$ cat config.mk
export PLATFORM = sky130hd
export DESIGN_NAME = display_scan_ctrl
export DESIGN_NICKNAME = d
export VERILOG_FILES = /design/src/rtl/display_pkg.sv /design/src/rtl/display_dwell_timer.sv /design/src/rtl/display_scan_ctrl.sv
export SDC_FILE = /design/constraint.sdc
export NUM_CORES = 1
export LEC_CHECK = 0
export ABC_AREA = 0
export CORE_MARGIN = 10
export CORE_UTILIZATION = 41
export DETAILED_ROUTE_END_ITERATION = 12
export SLEW_MARGIN = 20
export SYNTH_ARGS = -nofsm -noshare
export SYNTH_HDL_FRONTEND = slang
export SYNTH_SLANG_ARGS = --single-unit
$ cat constraint.sdc
create_clock -name clk -period 9.54 [get_ports clk]
set_clock_uncertainty 0.1 [all_clocks]
set_input_delay 1.908 -clock clk [delete_from_list [all_inputs] [get_ports clk]]
set_output_delay 1.908 -clock clk [all_outputs]
set_load 0.05 [all_outputs]
$ cat src/rtl/display_pkg.sv
// Shared types and constants for the multiplexed 7-segment scan controller.
package display_pkg;

  localparam int CODE_W = 5;

  typedef enum logic {
    ST_BLANK,
    ST_SHOW
  } scan_state_t;

  typedef logic [CODE_W-1:0] digit_code_t;

  function automatic int max_int(input int a, input int b);
    return (a > b) ? a : b;
  endfunction

endpackage

$ cat src/rtl/display_dwell_timer.sv
// Down-counter timing one dwell phase; load sets it to length-1 and done is high at zero.
module display_dwell_timer #(
  parameter int TIMER_W = 16
) (
  input  logic               clk,
  input  logic               rst,
  input  logic               clear_i,
  input  logic               load_i,
  input  logic [TIMER_W-1:0] length_i,
  output logic               done_o
);

  logic [TIMER_W-1:0] count_q, count_d;

  always_comb begin
    count_d = count_q;
    if (clear_i) begin
      count_d = '0;
    end else if (load_i) begin
      count_d = length_i - TIMER_W'(1);
    end else if (count_q != '0) begin
      count_d = count_q - TIMER_W'(1);
    end
  end

  always_ff @(posedge clk) begin
    if (rst) begin
      count_q <= '0;
    end else begin
      count_q <= count_d;
    end
  end

  assign done_o = (count_q == '0);

endmodule

$ cat src/rtl/display_scan_ctrl.sv
// Scans a double-buffered bank of digit codes across NUM_DIGITS displays through one
// shared decoder, with a dark gap before every digit and frame-aligned bank commits.
module display_scan_ctrl
  import display_pkg::*;
#(
  parameter int NUM_DIGITS   = 4,
  parameter int SHOW_CYCLES  = 50000,
  parameter int BLANK_CYCLES = 500,
  parameter int ADDR_W       = $clog2(NUM_DIGITS)
) (
  input  logic                  clk,
  input  logic                  rst,
  input  logic                  enable,
  input  logic                  wr_en,
  input  logic [ADDR_W-1:0]     wr_addr,
  input  logic [CODE_W-1:0]     wr_data,
  input  logic                  commit,
  output logic                  commit_ack,
  output logic                  frame_start,
  output logic [CODE_W-1:0]     code,
  output logic [NUM_DIGITS-1:0] dig_en,
  output logic                  dbg_state
);

  localparam int IDX_W   = $clog2(NUM_DIGITS);
  localparam int TIMER_W = $clog2(max_int(SHOW_CYCLES, BLANK_CYCLES) + 1);
  localparam logic [TIMER_W-1:0] SHOW_LEN  = TIMER_W'(SHOW_CYCLES);
  localparam logic [TIMER_W-1:0] BLANK_LEN = TIMER_W'(BLANK_CYCLES);
  localparam logic [IDX_W-1:0]   LAST_IDX  = IDX_W'(NUM_DIGITS - 1);

  scan_state_t           state_q;
  logic [IDX_W-1:0]      idx_q;
  logic                  run_q;
  logic                  pending_q;
  digit_code_t           shadow_q [NUM_DIGITS];
  digit_code_t           active_q [NUM_DIGITS];
  digit_code_t           code_q;
  logic [NUM_DIGITS-1:0] dig_en_q;
  logic                  ack_q;
  logic                  frame_q;

  logic [IDX_W-1:0]   idx_next;
  logic               at_wrap;
  logic               do_copy;
  logic               tmr_clear;
  logic               tmr_load;
  logic               tmr_done;
  logic [TIMER_W-1:0] tmr_len;
  digit_code_t        next_code;

  // run_q low means the scan is parked (after reset or while disabled); the first
  // enabled edge from there is treated as a fresh entry into BLANK for digit 0.
  always_comb begin
    idx_next  = (idx_q == LAST_IDX) ? '0 : idx_q + IDX_W'(1);
    at_wrap   = enable && run_q && tmr_done && (state_q == ST_SHOW) && (idx_q == LAST_IDX);
    do_copy   = at_wrap && pending_q;
    tmr_clear = !enable;
    tmr_load  = enable && (!run_q || tmr_done);
    tmr_len   = (!run_q || state_q == ST_SHOW) ? BLANK_LEN : SHOW_LEN;
    next_code = active_q[0];
    for (int i = 0; i < NUM_DIGITS; i++) begin
      if (idx_next == IDX_W'(i)) begin
        next_code = active_q[i];
      end
    end
  end

  display_dwell_timer #(
    .TIMER_W (TIMER_W)
  ) u_dwell (
    .clk      (clk),
    .rst      (rst),
    .clear_i  (tmr_clear),
    .load_i   (tmr_load),
    .length_i (tmr_len),
    .done_o   (tmr_done)
  );

  // Commit handshake: a commit pulse (any length) latches a request; commit_ack is a
  // single-cycle pulse on the wrap edge that copies shadow into active. The copy uses
  // the shadow as it stood before that edge, and a commit seen on the wrap edge itself
  // is held over to the following wrap.
  always_ff @(posedge clk) begin
    if (rst) begin
      state_q   <= ST_BLANK;
      idx_q     <= '0;
      run_q     <= 1'b0;
      pending_q <= 1'b0;
      code_q    <= '0;
      dig_en_q  <= '0;
      ack_q     <= 1'b0;
      frame_q   <= 1'b0;
      for (int i = 0; i < NUM_DIGITS; i++) begin
        shadow_q[i] <= '0;
        active_q[i] <= '0;
      end
    end else begin
      ack_q   <= 1'b0;
      frame_q <= 1'b0;

      for (int i = 0; i < NUM_DIGITS; i++) begin
        if (wr_en && (wr_addr == ADDR_W'(i))) begin
          shadow_q[i] <= wr_data;
        end
      end

      if (!enable) begin
        state_q  <= ST_BLANK;
        idx_q    <= '0;
        run_q    <= 1'b0;
        dig_en_q <= '0;
        code_q   <= active_q[0];
      end else if (!run_q) begin
        state_q  <= ST_BLANK;
        idx_q    <= '0;
        run_q    <= 1'b1;
        dig_en_q <= '0;
        code_q   <= active_q[0];
      end else if (tmr_done) begin
        case (state_q)
          ST_BLANK: begin
            state_q  <= ST_SHOW;
            dig_en_q <= NUM_DIGITS'(1) << idx_q;
          end
          default: begin
            state_q  <= ST_BLANK;
            idx_q    <= idx_next;
            dig_en_q <= '0;
            code_q   <= next_code;
            frame_q  <= at_wrap;
            if (do_copy) begin
              for (int i = 0; i < NUM_DIGITS; i++) begin
                active_q[i] <= shadow_q[i];
              end
              code_q <= shadow_q[0];
              ack_q  <= 1'b1;
            end
          end
        endcase
      end

      if (do_copy) begin
        pending_q <= 1'b0;
      end
      if (commit) begin
        pending_q <= 1'b1;
      end
    end
  end

  assign commit_ack  = ack_q;
  assign frame_start = frame_q;
  assign code        = code_q;
  assign dig_en      = dig_en_q;
  assign dbg_state   = (state_q == ST_SHOW);

endmodule
# After elaboration in Yosys (flattened, before gate mapping)
# Memory sizes are Yosys's and may differ from the RTL's.
# Index checks and enable logic that the tools add are counted.
# totals
reg_bits	32
latch_bits	0
mem_bits_rw	40
romBits	0
out_inout_bits	12
word_cells	105
memories	2
# op_classes
add_sub_neg	3
n_mul	0
div_mod_pow	0
n_lt_le_gt_ge	0
eq_ne	9
n_shift	1
muxes	46
bitwise_logic	12
n_reduce_logical	23
# memory_table
memory	words	width	read_ports	rd_clocked_by_memory_dff	wr	line_no	rtl
active_q	4	5	4	0	4	display_scan_ctrl.sv:36	digit_code_t active_q [NUM_DIGITS];
shadow_q	4	5	4	0	4	display_scan_ctrl.sv:35	digit_code_t shadow_q [NUM_DIGITS];
# op_table
operator	n
$mux W5	16
$mux W16	3
$sub A16 B1 Y16 const B	2
$mux W1	25
$logic_not A16 Y1	1
$reduce_bool A16 Y1	1
$eq A2 B2 Y1 const B	5
$logic_and A1 B1 Y1	10
$or A1 B1 Y1	8
$reduce_or A5 Y1	1
$eq A2 B1 Y1 const B	2
$mux W4	1
$not A1 Y1	4
$reduce_and A2 Y1	2
$reduce_bool A2 Y1	2
$shl A1 B2 Y4 const A	1
$ne A3 B2 Y1 const B	1
$ne A3 B3 Y1 const B	1
$reduce_or A3 Y1	1
$add A2 B1 Y2 const B	1
$logic_not A2 Y1	1
$logic_or A1 B1 Y1	2
$mux W2	1
$reduce_or A2 Y1	1
$logic_not A1 Y1	1

# Depth between registers and ports, before layout
# Gate-level depths: netlist of the first run.
# logic_depth
depth_word	13
ltp_mapped	13
mapped_depth_nobuf	11

# By module
# From an unflattened synthesis of the first run, not the netlist that was laid out.
# unflattened
hier_cells	325
hier_area_um2	3513.4
# modules_own_cells
mod	instances	cells_per_inst	area_each_um2
display_scan_ctrl	1	200	2444.8
display_dwell_timer	1	125	1068.5

# Worst setup path after synthesis of the first run
# Ideal clock, no wire load.
# synth_path
path_kind	input to register
from	input port enable
to	memory active_q[0][0] in the netlist's numbering, enable pin
setup_ns	0.428
t_arrival_ns	3.846
setup_slack_ns	5.166
cell_stages	3
n_path_buf	1
cell_sequence	buf_2 > nand2_1 > o31ai_1
# synth_rtl
element	line_no	rtl
start, declared	display_scan_ctrl.sv:13	input logic enable,
end, declared	display_scan_ctrl.sv:36	

==> flow_summary.json, run 1 <==
{
  "status": "complete, no violations",
  "die_w_um": 112,
  "first_global_vias": 2508,
  "place_congestion": 0.861,
  "arrival_ns": 4.55,
  "yosys-top-cells-area": "edfxtp_1, dfxtp_1, and2_1",
  "hold_buffers": 0,
  "crit_path_max_incr_delay_ns": 0.76,
  "synth_top_area_cell": "edfxtp_1",
  "layout-drive-gt1-share": 0.101,
  "hold_viol": 0,
  "final_cell_mix": "and2_1, edfxtp_1, dfxtp_1",
  "synth_area_um2": 3440,
  "grt.total_usage": 0.117,
  "drv_slew": 0,
  "final_common_cell": "and2_1",
  "insertion_delay_ns": 0.35,
  "worstMarginPinSlew_ns": 0.899,
  "switching_share": 0.252,
  "clock_sinks": 72,
  "routedWlPerCell_um": 16.1,
  "final_net_count": 360,
  "fin_cells": 451,
  "critical_path.cell_chain": "clkdlybuf4s50_1, inv_1, nor2_1, nand2_1, nor3_2, and2_1",
  "critPathKind": "input pin to flip-flop",
  "whs_path_depth": 2,
  "cap_viol_max_count": 0,
  "setup.worst_path.start_class": "input pin",
  "cts_root_buf": "clkbuf_8",
  "worst_setup_path_end_kind": "flip-flop",
  "post_cts_buffers": 0,
  "fin_setup_tns_ns": 0,
  "numCtsBuffers": 9,
  "power.leakage_nw": 1.39,
  "path_buf_inv": 2,
  "fin_ws_ns": 5.10,
  "switching_power_w": 0.000173,
  "synth_top_area_frac": 0.349,
  "cts.path.max_buffers": 2,
  "power_frac_comb": 0.108,
  "rsz0062_at_grt": "false",
  "synth_fp_nets": 339,
  "hpwl_mm": 5.37,
  "core_um2": 8180,
  "ir_worst_vdd_uv": 75.7,
  "tritoncts": "yes",
  "cellInternalPower_w": 0.000515,
  "antenna_found_initial": 0,
  "drtPass1Iterations": 4,
  "initial_utilization": 0.421,
  "synth_edf_count": 40,
  "cp_slowest_cell": "nor3_2",
  "drc": 0,
  "yosysWarningCount": 0,
  "pre_cts_slack_ns": 4.62,
  "setup_viol_count_final": 0,
  "grt_pass1_wl_mm": 12.0,
  "totalPowerFinal_w": 0.000688,
  "fp.dieArea_um2": 12500,
  "cp.depth": 6,
  "min_period_ns": 4.44,
  "worstHoldPathType": "flip-flop to flip-flop",
  "ant_nets": 0,
  "clkTransAtPathRegs_ns": 0.07,
  "fp.dieH_um": 112,
  "dp_cells": 435,
  "pwr-share-clk": 0.381,
  "p_seq_frac": 0.511,
  "power.density_nw_per_um2": 174,
  "n_fill_cell": 766,
  "vias": 2438,
  "grt_max_degree": 22,
  "rows": 33,
  "synth_area_per_cell_um2": 10.8,
  "crit_family": "simple AND/OR/NAND/NOR gates",
  "ys_seq_area_frac": 0.535,
  "synthArstFlopShare": 0,
  "wl_mm": 7.25,
  "io_buffers": 23,
  "ctsResizeCount": 0,
  "required_ns": 9.65,
  "first_iter_violations": 127,
  "synth-seq-cells": 72,
  "htreeDepth": 3,
  "antenna_cells": 0,
  "ff2ff_path_depth": 11,
  "period_share": 0.466,
  "vias_per_cell": 5.41,
  "synth-main-ff-cell": "edfxtp_1",
  "cp_max_fo": 21,
  "ys_types": 55,
  "synth_cells": 320,
  "io_pins": 24,
  "syn_to_final_growth_pct": 14.9,
  "relSlewSlack": 0.397,
  "overflow": 0,
  "utilization": 0.484,
  "fmax_ghz": 0.225
}
-- area by class of cell --
type / instances / area [µm²] / share of cell area
flip-flops and latches: 72 / 1840 / 0.466
well taps: 105 / 131 / 0.0332
inverters: 10 / 37.5 / 0.00949
repair buffers: 24 / 238 / 0.0601
multi-input cells: 224 / 1490 / 0.378
clock inverters: 6 / 85.1 / 0.0215
clock buffers: 10 / 128 / 0.0323
-- worst paths after layout --
path,from,to,slack [ns]
setup / recovery,enable,active_q[0][5],5.10
setup reg to reg,u_dwell.count_q[0],u_dwell.count_q[8],5.93
hold / removal,dig_en[1],dig_en[1],0.36
hold reg to reg,dig_en[1],dig_en[1],0.36
-- cell usage after synthesis (all sizes together) (2+ instances only) --
cell / number
nand2: 21
a31oi: 2
nor3: 8
and2: 42
mux2: 5
mux2i: 6
inv: 8
o21ai: 17
or3: 4
clkbuf: 6
o31ai: 3
nor4: 6
o2111ai: 3
edfxtp: 40
a2111oi: 2
nor2b: 2
nand2b: 3
dfxtp: 32
a21oi: 25
or4: 2
nor2: 18
clkinv: 2
nand3: 5
a211oi: 8
o211ai: 6
and3: 5
nand3b: 4
o21a: 2
nand4: 4
a2111o: 2
buf: 8
ha: 7
-- metal layers --
metal	track usage	vias to the layer above	part of all wire
met5	0	-	0
met1	0.128	1126	0.42
li1	-	1230	-
met3	0.0279	14	0.047
met4	0.0566	0	0.019
met2	0.207	68	0.52
-- worst min-delay path, delay by kind of cell (launching register included) --
family / cells / cell delay [ns]
AOI/OAI and AO/OA: 1 / 0.05
DFF: 1 / 0.31
and+or+nand+nor: 1 / 0.05
-- power groups by stage --
stage | logic (W) | registers, W | clock network (W)
2_1_floorplan | 0.0000523 | 0.000360 | 0
6_report | 0.0000741 | 0.000352 | 0.000262
3_3_place_gp | 0.0000741 | 0.000358 | 0
5_1_grt | 0.0000820 | 0.000353 | 0.000283
3_5_place_dp | 0.0000743 | 0.000359 | 0
4_1_cts | 0.0000747 | 0.000352 | 0.000268
-- state kept, by name, summed over array words and instances, names as in the netlist --
signal,cells
active_q,20
shadow_q,20
u_dwell.count_q,16
code,5
dig_en,4
idx_q,2
commit_ack,1
dbg_state,1
frame_start,1
pending_q,1
run_q,1
-- kinds of logic (layout without fill, tap and decap cells) --
| logic type | Yosys count | after routing | synth area share |
|---|---|---|---|
| simple gates | 125 | 125 | 0.212 |
| compound gates | 79 | 79 | 0.156 |
| flops | 72 | 72 | 0.535 |
| xor+xnor | 2 | 2 | 0.00509 |
| fa+ha+maj | 7 | 7 | 0.0255 |
| buf+inv | 24 | 50 | 0.0324 |
| mux | 11 | 11 | 0.0338 |
-- per-stage QoR --
step                cell area [µm²]  hold slack [ns]
finish                         3950            0.356
global route                   3950            0.395
CTS                            3950            0.364
detailed placement             3740            0.352
global placement               3740            0.353
floorplan                      3440            0.342
Note: power is estimated with default switching activity, not from simulation.
==> run 2, diff against run 1 <==
==> constraint.sdc (replaced) <==
create_clock -name clk -period 4 [get_ports clk]
set_clock_uncertainty 0.1 [all_clocks]
set_input_delay 0.8 -clock clk [delete_from_list [all_inputs] [get_ports clk]]
set_output_delay 0.8 -clock clk [all_outputs]
set_load 0.05 [all_outputs]
==> run 2 against run 1 <==
  * Core utilization grew 0.38 points
  * Final cell count grew 1.3%
  * Sequential power grew 140%
  * Power grew 130%
  * Combinational power grew to 2.6 times the previous value
  * First-iteration DRC count shrank 24%
  * Die area is the same
  * Count of clock-buffer cells in the layout is the same
  * Via count grew 1.4%
  * Setup slack lost 4.4 ns
  * Largest power group unchanged
==> flow_summary.json, run 2 (same netlist as run 1, synthesis figures left out) <==
{
  "fmax_ghz": 0.298,
  "worstHoldPathType": "flip-flop to flip-flop",
  "fin_ws_ns": 0.649,
  "final_common_cell": "and2_1",
  "required_ns": 4.17,
  "ff2ff_path_depth": 11,
  "period_share": 0.838,
  "pre_cts_slack_ns": 0.690,
  "core_um2": 8180,
  "min_period_ns": 3.35,
  "fp.dieArea_um2": 12500,
  "cp_max_fo": 8,
  "fp.dieH_um": 112,
  "antenna_found_initial": 0,
  "initial_utilization": 0.421,
  "status": "complete, no violations",
  "final_area_um2": 3990,
  "ant_nets": 0,
  "first_global_vias": 2511,
  "first_iter_violations": 97,
  "switching_power_w": 0.000420,
  "tritoncts": "yes",
  "p_seq_frac": 0.525,
  "hold_buffers": 0,
  "arrival_ns": 3.52,
  "overflow": 0,
  "setup.worst_path.start_class": "flip-flop",
  "drv_slew": 0,
  "hpwl_mm": 5.49,
  "setup_viol_count_final": 0,
  "power.density_nw_per_um2": 401,
  "insertion_delay_ns": 0.35,
  "whs_path_depth": 2,
  "worst_setup_path_end_kind": "flip-flop",
  "rows": 33,
  "worstMarginPinSlew_ns": 0.969,
  "final_net_count": 366,
  "power_frac_comb": 0.119,
  "vias": 2471,
  "ctsResizeCount": 0,
  "wl_mm": 7.46,
  "grt.total_usage": 0.120,
  "post_cts_buffers": 0,
  "cellInternalPower_w": 0.00118,
  "numCtsBuffers": 9,
  "critPathKind": "flip-flop to flip-flop",
  "syn_to_final_growth_pct": 15.8,
  "die_w_um": 112,
  "utilization": 0.487,
  "dpl_cell_area_um2": 3790,
  "relSlewSlack": 0.350,
  "ir_worst_vdd_uv": 232,
  "drtPass1Iterations": 4,
  "pwr-share-clk": 0.356,
  "place_congestion": 0.890,
  "n_fill_cell": 773,
  "power.leakage_nw": 1.41,
  "layout-drive-gt1-share": 0.116,
  "vias_per_cell": 5.41,
  "cts_root_buf": "clkbuf_8",
  "hold_viol": 0,
  "top_regs": "active_q x20, shadow_q x20, u_dwell.count_q x16",
  "cts.path.max_buffers": 2,
  "clock_sinks": 72,
  "fin_setup_tns_ns": 0,
  "grt_max_degree": 22,
  "rsz0062_at_grt": "false",
  "io_buffers": 23,
  "drc": 0,
  "io_pins": 24,
  "cap_viol_max_count": 0,
  "final_cell_mix": "and2_1, edfxtp_1, dfxtp_1",
  "routedWlPerCell_um": 16.3,
  "antenna_cells": 0,
  "grt_pass1_wl_mm": 12.4,
  "switching_share": 0.263,
  "clkTransAtPathRegs_ns": 0.08,
  "htreeDepth": 3
}
-- run 2: changes by cell type in the layout (fill, tap and decap cells not counted), sizes merged --
| cell | delta |
|---|---|
| buf | +6 |
| bufinv | -1 |
| clkinv | +1 |
-- run 2: per-layer routing --
metal	track usage	vias up	share of wire
met1	0.131	1161	0.42
met2	0.215	64	0.51
li1	-	1235	-
met4	0.0488	0	0.016
met3	0.0322	11	0.054
met5	0	-	0
-- run 2: cell type report --
class / count / area (µm²) / share of cell area
timing repair buffer: 30 / 283 / 0.0710
sequential: 72 / 1840 / 0.462
clock buffer: 10 / 128 / 0.0320
multi-input combinational: 224 / 1490 / 0.375
tap: 105 / 131 / 0.0330
clock inverter: 6 / 71.3 / 0.0179
inverter: 10 / 37.5 / 0.00942
-- run 2: path summary, 6_finish.rpt --
path | startpoint | end | slack [ns]
max | u_dwell.count_q[4] | u_dwell.count_q[12] | 0.65
min | dig_en[0] | dig_en[0] | 0.36
max reg2reg | u_dwell.count_q[4] | u_dwell.count_q[12] | 0.65
min reg2reg | dig_en[0] | dig_en[0] | 0.36
-- run 2: power groups by stage --
| stage | Combinational (W) | Sequential, W | Clock (W) |
|---|---|---|---|
| after floorplan | 0.000125 | 0.000858 | 0 |
| after global placement | 0.000187 | 0.000855 | 0 |
| after detailed placement | 0.000188 | 0.000855 | 0 |
| after CTS | 0.000189 | 0.000838 | 0.000585 |
| after global routing | 0.000206 | 0.000843 | 0.000612 |
| final | 0.000190 | 0.000839 | 0.000568 |
-- run 2: critical path: stages (launching register included) --
cell	delay, ns
dfxtp_1	0.38
or4_1	0.58
or3_4	0.41
o21ai_4	0.31
nand2_4	0.11
nand2_1	0.08
ha_1	0.17
inv_1	0.08
a2111oi_2	0.45
o2111ai_1	0.26
xor2_1	0.20
nor3_1	0.14
-- run 2: metrics by stage --
step / std cells / hold WS, ns / total power [W]
CTS: 457 / 0.360 / 0.00161
floorplan: 320 / 0.342 / 0.000983
finish: 457 / 0.356 / 0.00160
detailed placement: 441 / 0.349 / 0.00104
global placement: 441 / 0.347 / 0.00104
global route: 457 / 0.377 / 0.00166
